### src/rtl/uart_tx_fifo.sv
// Serial transmitter with input FIFO: start, LSB-first data, optional parity, stop bits.
// Idle-high line; serial_out and busy are registered one cycle behind the shifter state.
module uart_tx_fifo #(
    parameter int CLK_HZ     = 50000000,
    parameter int BAUD       = 10000,
    parameter int DATA_BITS  = 8,
    parameter int PARITY     = 0,
    parameter int STOP_BITS  = 1,
    parameter int FIFO_DEPTH = 4
) (
    input  logic                          clk,
    input  logic                          reset,
    input  logic                          in_valid,
    output logic                          in_ready,
    input  logic [DATA_BITS-1:0]          in_data,
    output logic [$clog2(FIFO_DEPTH):0]   fifo_level,
    output logic                          busy,
    output logic                          idle,
    output logic                          serial_out
);

    localparam int DIV = CLK_HZ / BAUD;
    localparam int CW  = (DIV > 1) ? $clog2(DIV) : 1;
    localparam int AW  = $clog2(FIFO_DEPTH);
    localparam int LW  = AW + 1;
    localparam int IW  = 3;

    typedef enum logic [2:0] {
        S_IDLE,
        S_START,
        S_DATA,
        S_PAR,
        S_STOP
    } state_t;

    state_t                 state_q, state_d;
    logic [CW-1:0]          cnt_q, cnt_d;
    logic [IW-1:0]          idx_q, idx_d;
    logic [DATA_BITS-1:0]   shift_q, shift_d;
    logic                   par_q, par_d;
    logic [AW-1:0]          wr_ptr_q, wr_ptr_d;
    logic [AW-1:0]          rd_ptr_q, rd_ptr_d;
    logic [LW-1:0]          level_q, level_d;
    logic                   line_q, line_d;
    logic                   busy_q, busy_d;
    logic [DATA_BITS-1:0]   mem_q [FIFO_DEPTH];
    logic [DATA_BITS-1:0]   head;
    logic                   push, pop, tick;

    assign in_ready   = (level_q != LW'(FIFO_DEPTH));
    assign fifo_level = level_q;
    assign busy       = busy_q;
    assign idle       = ~busy_q & (level_q == '0);
    assign serial_out = line_q;
    assign push       = in_valid & in_ready;
    assign head       = mem_q[rd_ptr_q];
    assign tick       = (cnt_q == '0);

    // Shifter FSM: bit timing, word pop and line value for the next cycle
    always_comb begin
        state_d = state_q;
        cnt_d   = cnt_q;
        idx_d   = idx_q;
        shift_d = shift_q;
        par_d   = par_q;
        pop     = 1'b0;
        unique case (state_q)
            S_IDLE: begin
                if (level_q != '0) begin
                    pop     = 1'b1;
                    shift_d = head;
                    par_d   = (PARITY == 1) ? ~^head : ^head;
                    state_d = S_START;
                    cnt_d   = CW'(DIV - 1);
                end
            end
            S_START: begin
                if (tick) begin
                    state_d = S_DATA;
                    cnt_d   = CW'(DIV - 1);
                    idx_d   = '0;
                end else begin
                    cnt_d = cnt_q - CW'(1);
                end
            end
            S_DATA: begin
                if (tick) begin
                    cnt_d   = CW'(DIV - 1);
                    shift_d = shift_q >> 1;
                    if (idx_q == IW'(DATA_BITS - 1)) begin
                        idx_d   = '0;
                        state_d = (PARITY != 0) ? S_PAR : S_STOP;
                    end else begin
                        idx_d = idx_q + IW'(1);
                    end
                end else begin
                    cnt_d = cnt_q - CW'(1);
                end
            end
            S_PAR: begin
                if (tick) begin
                    cnt_d   = CW'(DIV - 1);
                    idx_d   = '0;
                    state_d = S_STOP;
                end else begin
                    cnt_d = cnt_q - CW'(1);
                end
            end
            S_STOP: begin
                if (tick) begin
                    cnt_d = CW'(DIV - 1);
                    if (idx_q == IW'(STOP_BITS - 1)) begin
                        idx_d = '0;
                        if (level_q != '0) begin
                            pop     = 1'b1;
                            shift_d = head;
                            par_d   = (PARITY == 1) ? ~^head : ^head;
                            state_d = S_START;
                        end else begin
                            state_d = S_IDLE;
                        end
                    end else begin
                        idx_d = idx_q + IW'(1);
                    end
                end else begin
                    cnt_d = cnt_q - CW'(1);
                end
            end
            default: begin
                state_d = S_IDLE;
            end
        endcase
    end

    // Line level and busy flag follow the current shifter state
    always_comb begin
        line_d = 1'b1;
        busy_d = (state_q != S_IDLE);
        unique case (state_q)
            S_START: line_d = 1'b0;
            S_DATA:  line_d = shift_q[0];
            S_PAR:   line_d = par_q;
            default: line_d = 1'b1;
        endcase
    end

    // FIFO pointers and occupancy
    always_comb begin
        wr_ptr_d = wr_ptr_q + (push ? AW'(1) : AW'(0));
        rd_ptr_d = rd_ptr_q + (pop ? AW'(1) : AW'(0));
        level_d  = level_q + LW'(push) - LW'(pop);
    end

    // FIFO storage, written only on an accepted push
    always_ff @(posedge clk) begin
        if (push) begin
            mem_q[wr_ptr_q] <= in_data;
        end
    end

    // State registers with synchronous reset
    always_ff @(posedge clk) begin
        if (reset) begin
            state_q  <= S_IDLE;
            cnt_q    <= '0;
            idx_q    <= '0;
            shift_q  <= '0;
            par_q    <= 1'b0;
            wr_ptr_q <= '0;
            rd_ptr_q <= '0;
            level_q  <= '0;
            line_q   <= 1'b1;
            busy_q   <= 1'b0;
        end else begin
            state_q  <= state_d;
            cnt_q    <= cnt_d;
            idx_q    <= idx_d;
            shift_q  <= shift_d;
            par_q    <= par_d;
            wr_ptr_q <= wr_ptr_d;
            rd_ptr_q <= rd_ptr_d;
            level_q  <= level_d;
            line_q   <= line_d;
            busy_q   <= busy_d;
        end
    end

endmodule

### config.mk
export PLATFORM = sky130hd
export DESIGN_NAME = uart_tx_fifo
export DESIGN_NICKNAME = d
export VERILOG_FILES = /design/src/rtl/uart_tx_fifo.sv
export SDC_FILE = /design/constraint.sdc
export NUM_CORES = 1
export LEC_CHECK = 0
export ABC_AREA = 1
export BUFFER_PORTS_ARGS = -buffer_cell sky130_fd_sc_hd__buf_4
export CORE_UTILIZATION = 55
export DETAILED_ROUTE_END_ITERATION = 8
export GPL_TIMING_DRIVEN = 0
export PLACE_DENSITY = 0.75
export SLEW_MARGIN = 0
export SYNTH_ARGS = -nofsm -noshare
export SYNTH_HDL_FRONTEND = slang
export SYNTH_SLANG_ARGS = --single-unit
export TNS_END_PERCENT = 10
### constraint.sdc
create_clock -name clk -period 2.5 [get_ports clk]
set_input_delay 0.375 -clock clk [delete_from_list [all_inputs] [get_ports clk]]
set_output_delay 0.375 -clock clk [all_outputs]
set_load 0.03 [all_outputs]
==> impl_results.md <==
* DR DRC count at 0
* PortBufs at 17
* Dominant cell type by area after synthesis: edfxtp_1
* H-Tree Depth at 3
* Layout area overhead at 14.3%
* Ports at 18
* Routability cong. at a little over 0.8
* Syn Area/Cell at between 7 and 8 um2
* Die footprint at 6590 um2
* TritonCTS Sinks at just under 70
* Final Skew at between 0.008 and 0.009 ns
* Fmax achieved at approximately 430 MHz
* Pre-CTS setup slack at 0.161 ns
* Routed length per placed instance at between 10 and 15 um
* Grt ovf at 0
* Syn Inst Count at 433
* Period Utilization, post-route at 0.926
* Max-Cap Viols at 0
* Ant diodes at 0
* Crit path launch type: register
* Least-Margin Pin Slew at 1.25 ns
* R2R depth at 14
* Pin count of the biggest net entering global routing at 14
* Clock Latency Late Sink at 0.34 ns
* Most common cell after layout, fill and taps aside: nand2_1
* Synth Register Bits at 69
* Drt first pass iters at 4
* Hold Crit Class: primary input to register
* Die Span Y at slightly above 80 um
* Initial Util at 0.575
* Commonest cells after routing, fill and taps aside: nand2_1 (137), inv_1 (48), nor2_1 (42)
* Fillers at around 490
* Peak fanout along the critical path at 5
* Final nets at 480
* Clock Tree Buf Depth at 2
* HP Start: in_data[7]
* Critical path data required time at ~2.8 ns
* Synth warn at 0
* Core footprint at between 5000 and 6000 um2
* Vias at 2827
* Pins Over Slew Limit at 0
* CTS root buf: clkbuf_8
* GRT Total Usage at 0.230
* Cts bufs inserted at 9
* Placed Area at approximately 3700 um2
* Reg2reg start: cnt_q[1]$_SDFFE_PP0P_
* Vias per inst at ~5.2
* Sequential fraction of the synthesis area at 0.494
* Worst hold endpoint: mem_q[2][7]$_DFFE_PP_
* First-pass GRT wire length at approximately 11 mm
* Area contributors post-synth: edfxtp_1 (28%), dfxtp_1 (21%), nand2_1 (15%)
* Design Area, Final at slightly below 4000 um2
* Share of cells above drive strength 1 at 0.135
* Synth unique cells at 37
* Post-synth ARST share at 0
* Setup TNS Final at 0 ns
* Min setup slack post-route at ~0.19 ns
* Static leakage at approximately 1.8 nW
* Post-Syn Area at approximately 3400 um2
* Initial antenna violation count at 0
* Share of the synthesized area in the top cell type at 0.279
* Arrival @ worst endpoint at between 2 and 3 ns
* Detail Placement HPWL at approximately 4.8 mm
* Ys flop type: dfxtp_1
* Final min period at 2.31 ns
* Total Wirelength at ~6.8 mm
* Fin. Hold Viols at 0
* Post-synth EDFFs at 32
* Maximum VDD drop at ~1.0 mV
* Vias in the first global route at ~2600
* R2R setup slack at between 0.15 and 0.2 ns
* Finish-stage setup viols at 0
* Max-slew headroom at 0.162
* Rows at 28
* CP Class: register to register
* Reg-to-Reg End: fifo_level[2]$_SDFF_PP0_
* First DRT Iteration DRCs at between 100 and 150
* TritonCTS clock tree: built
* CP Capture Type: register
* Hold Path Depth at 1
* PwrDens at 1350 nW/um2
* Status: finished clean
* Syn nets at between 400 and 500
* Die width at between 80 and 90 um
* Worst-path clk slew at roughly 0.080 ns
* Post-route ant nets at 0
* Cts hold-fix bufs at 0
* Post-CTS resize count at 0
* Unrepaired setup endpoints after global routing: no
==> what timing repair did <==
item                                    in CTS  in global routing
endpoints found under the hold margin        0                  0
buffers inserted                             0                  1
endpoints found under the setup margin       0                  1
==> Yosys cell counts, types with 2 or more instances <==
library cell / instances
nand2_1: 137
inv_1: 48
nor2_1: 42
dfxtp_1: 37
edfxtp_1: 32
nand3_1: 30
o21ai_0: 17
a21oi_1: 14
o21ai_1: 10
xor2_1: 7
ha_1: 6
nand4_1: 6
buf_2: 5
inv_2: 5
nor3_1: 5
a31oi_1: 3
nand2_2: 3
nand2_4: 3
nor2_2: 3
buf_4: 2
xnor2_1: 2
==> power breakdown <==
group | internal (mW) | total, mW | switching (mW)
sequential | 1.46 | 1.65 | 0.186
clock | 0.766 | 1.19 | 0.424
combinational | 0.872 | 2.50 | 1.62
==> worst max-delay path by stage <==
stage                                         from                        to  slack [ns]  depth (start not counted)
after floorplan           fifo_level[2]$_SDFF_PP0_  fifo_level[2]$_SDFF_PP0_        0.35                          9
after global placement       cnt_q[0]$_SDFFE_PP0P_  fifo_level[2]$_SDFF_PP0_        0.23                         14
after detailed placement     cnt_q[0]$_SDFFE_PP0P_  fifo_level[2]$_SDFF_PP0_        0.16                         14
after CTS                    cnt_q[1]$_SDFFE_PP0P_  fifo_level[2]$_SDFF_PP0_        0.14                         14
after global routing         cnt_q[0]$_SDFFE_PP0P_  fifo_level[2]$_SDFF_PP0_       0.008                         14
final                        cnt_q[1]$_SDFFE_PP0P_  fifo_level[2]$_SDFF_PP0_        0.19                         14
==> critical path: stages, from the launching register on <==
cell	delay, ns
dfxtp_1	0.34
inv_1	0.08
ha_1	0.19
nand2_1	0.12
nor2_4	0.18
nand3_4	0.14
nand2_1	0.10
nand2_2	0.09
xor2_1	0.15
ha_1	0.15
inv_1	0.04
fa_1	0.35
inv_1	0.08
o21ai_0	0.08
a21oi_1	0.14
==> routing by layer <==
metal,vias to the layer above,global-route usage,routed length (um)
li1,1451,-,-
met1,1297,0.274,2910
met2,67,0.393,3450
met3,12,0.0539,286
met4,0,0.102,105
met5,-,0,0
==> state kept, by name (all words and copies together) (netlist names) <==
name	count
busy	1
shift_q	8
mem_q	32
serial_out	1
cnt_q	13
rd_ptr_q	2
fifo_level	3
wr_ptr_q	2
state_q	3
idx_q	3
par_q	1
==> cell type report <==
cell class                 count  area [um2]  share of cell area
multi-input combinational    300        1470               0.374
clock inverter                 6         136              0.0346
sequential                    69        1700               0.432
clock buffer                  10         128              0.0324
inverter                      54         208              0.0527
timing repair buffer          18         135              0.0343
buffer                        10        62.6              0.0159
tap                           75        93.8              0.0238
==> per-stage QoR <==
stage / util / instances / power (mW) / hold WS [ns]
final: 0.657 / 542 / 5.33 / 0.229
after detailed placement: 0.612 / 525 / 4.12 / 0.474
after global placement: 0.612 / 525 / 4.05 / 0.462
after CTS: 0.656 / 541 / 5.33 / 0.219
after global routing: 0.657 / 542 / 5.79 / 0.209
after floorplan: - / 433 / 3.59 / 0.437
==> cell families (layout without fill, tap and decap cells) <==
| family | Yosys count | count (layout) | synth area share |
|---|---|---|---|
| AND/OR/NAND/NOR | 235 | 235 | 0.298 |
| buffers and inverters | 64 | 98 | 0.0784 |
| XOR/XNOR | 9 | 9 | 0.0229 |
| flip-flops | 69 | 69 | 0.494 |
| AO/OA/AOI/OAI | 49 | 49 | 0.0792 |
| adder cells (fa/ha/maj) | 7 | 7 | 0.0276 |
(Power assumes the default switching activity.)
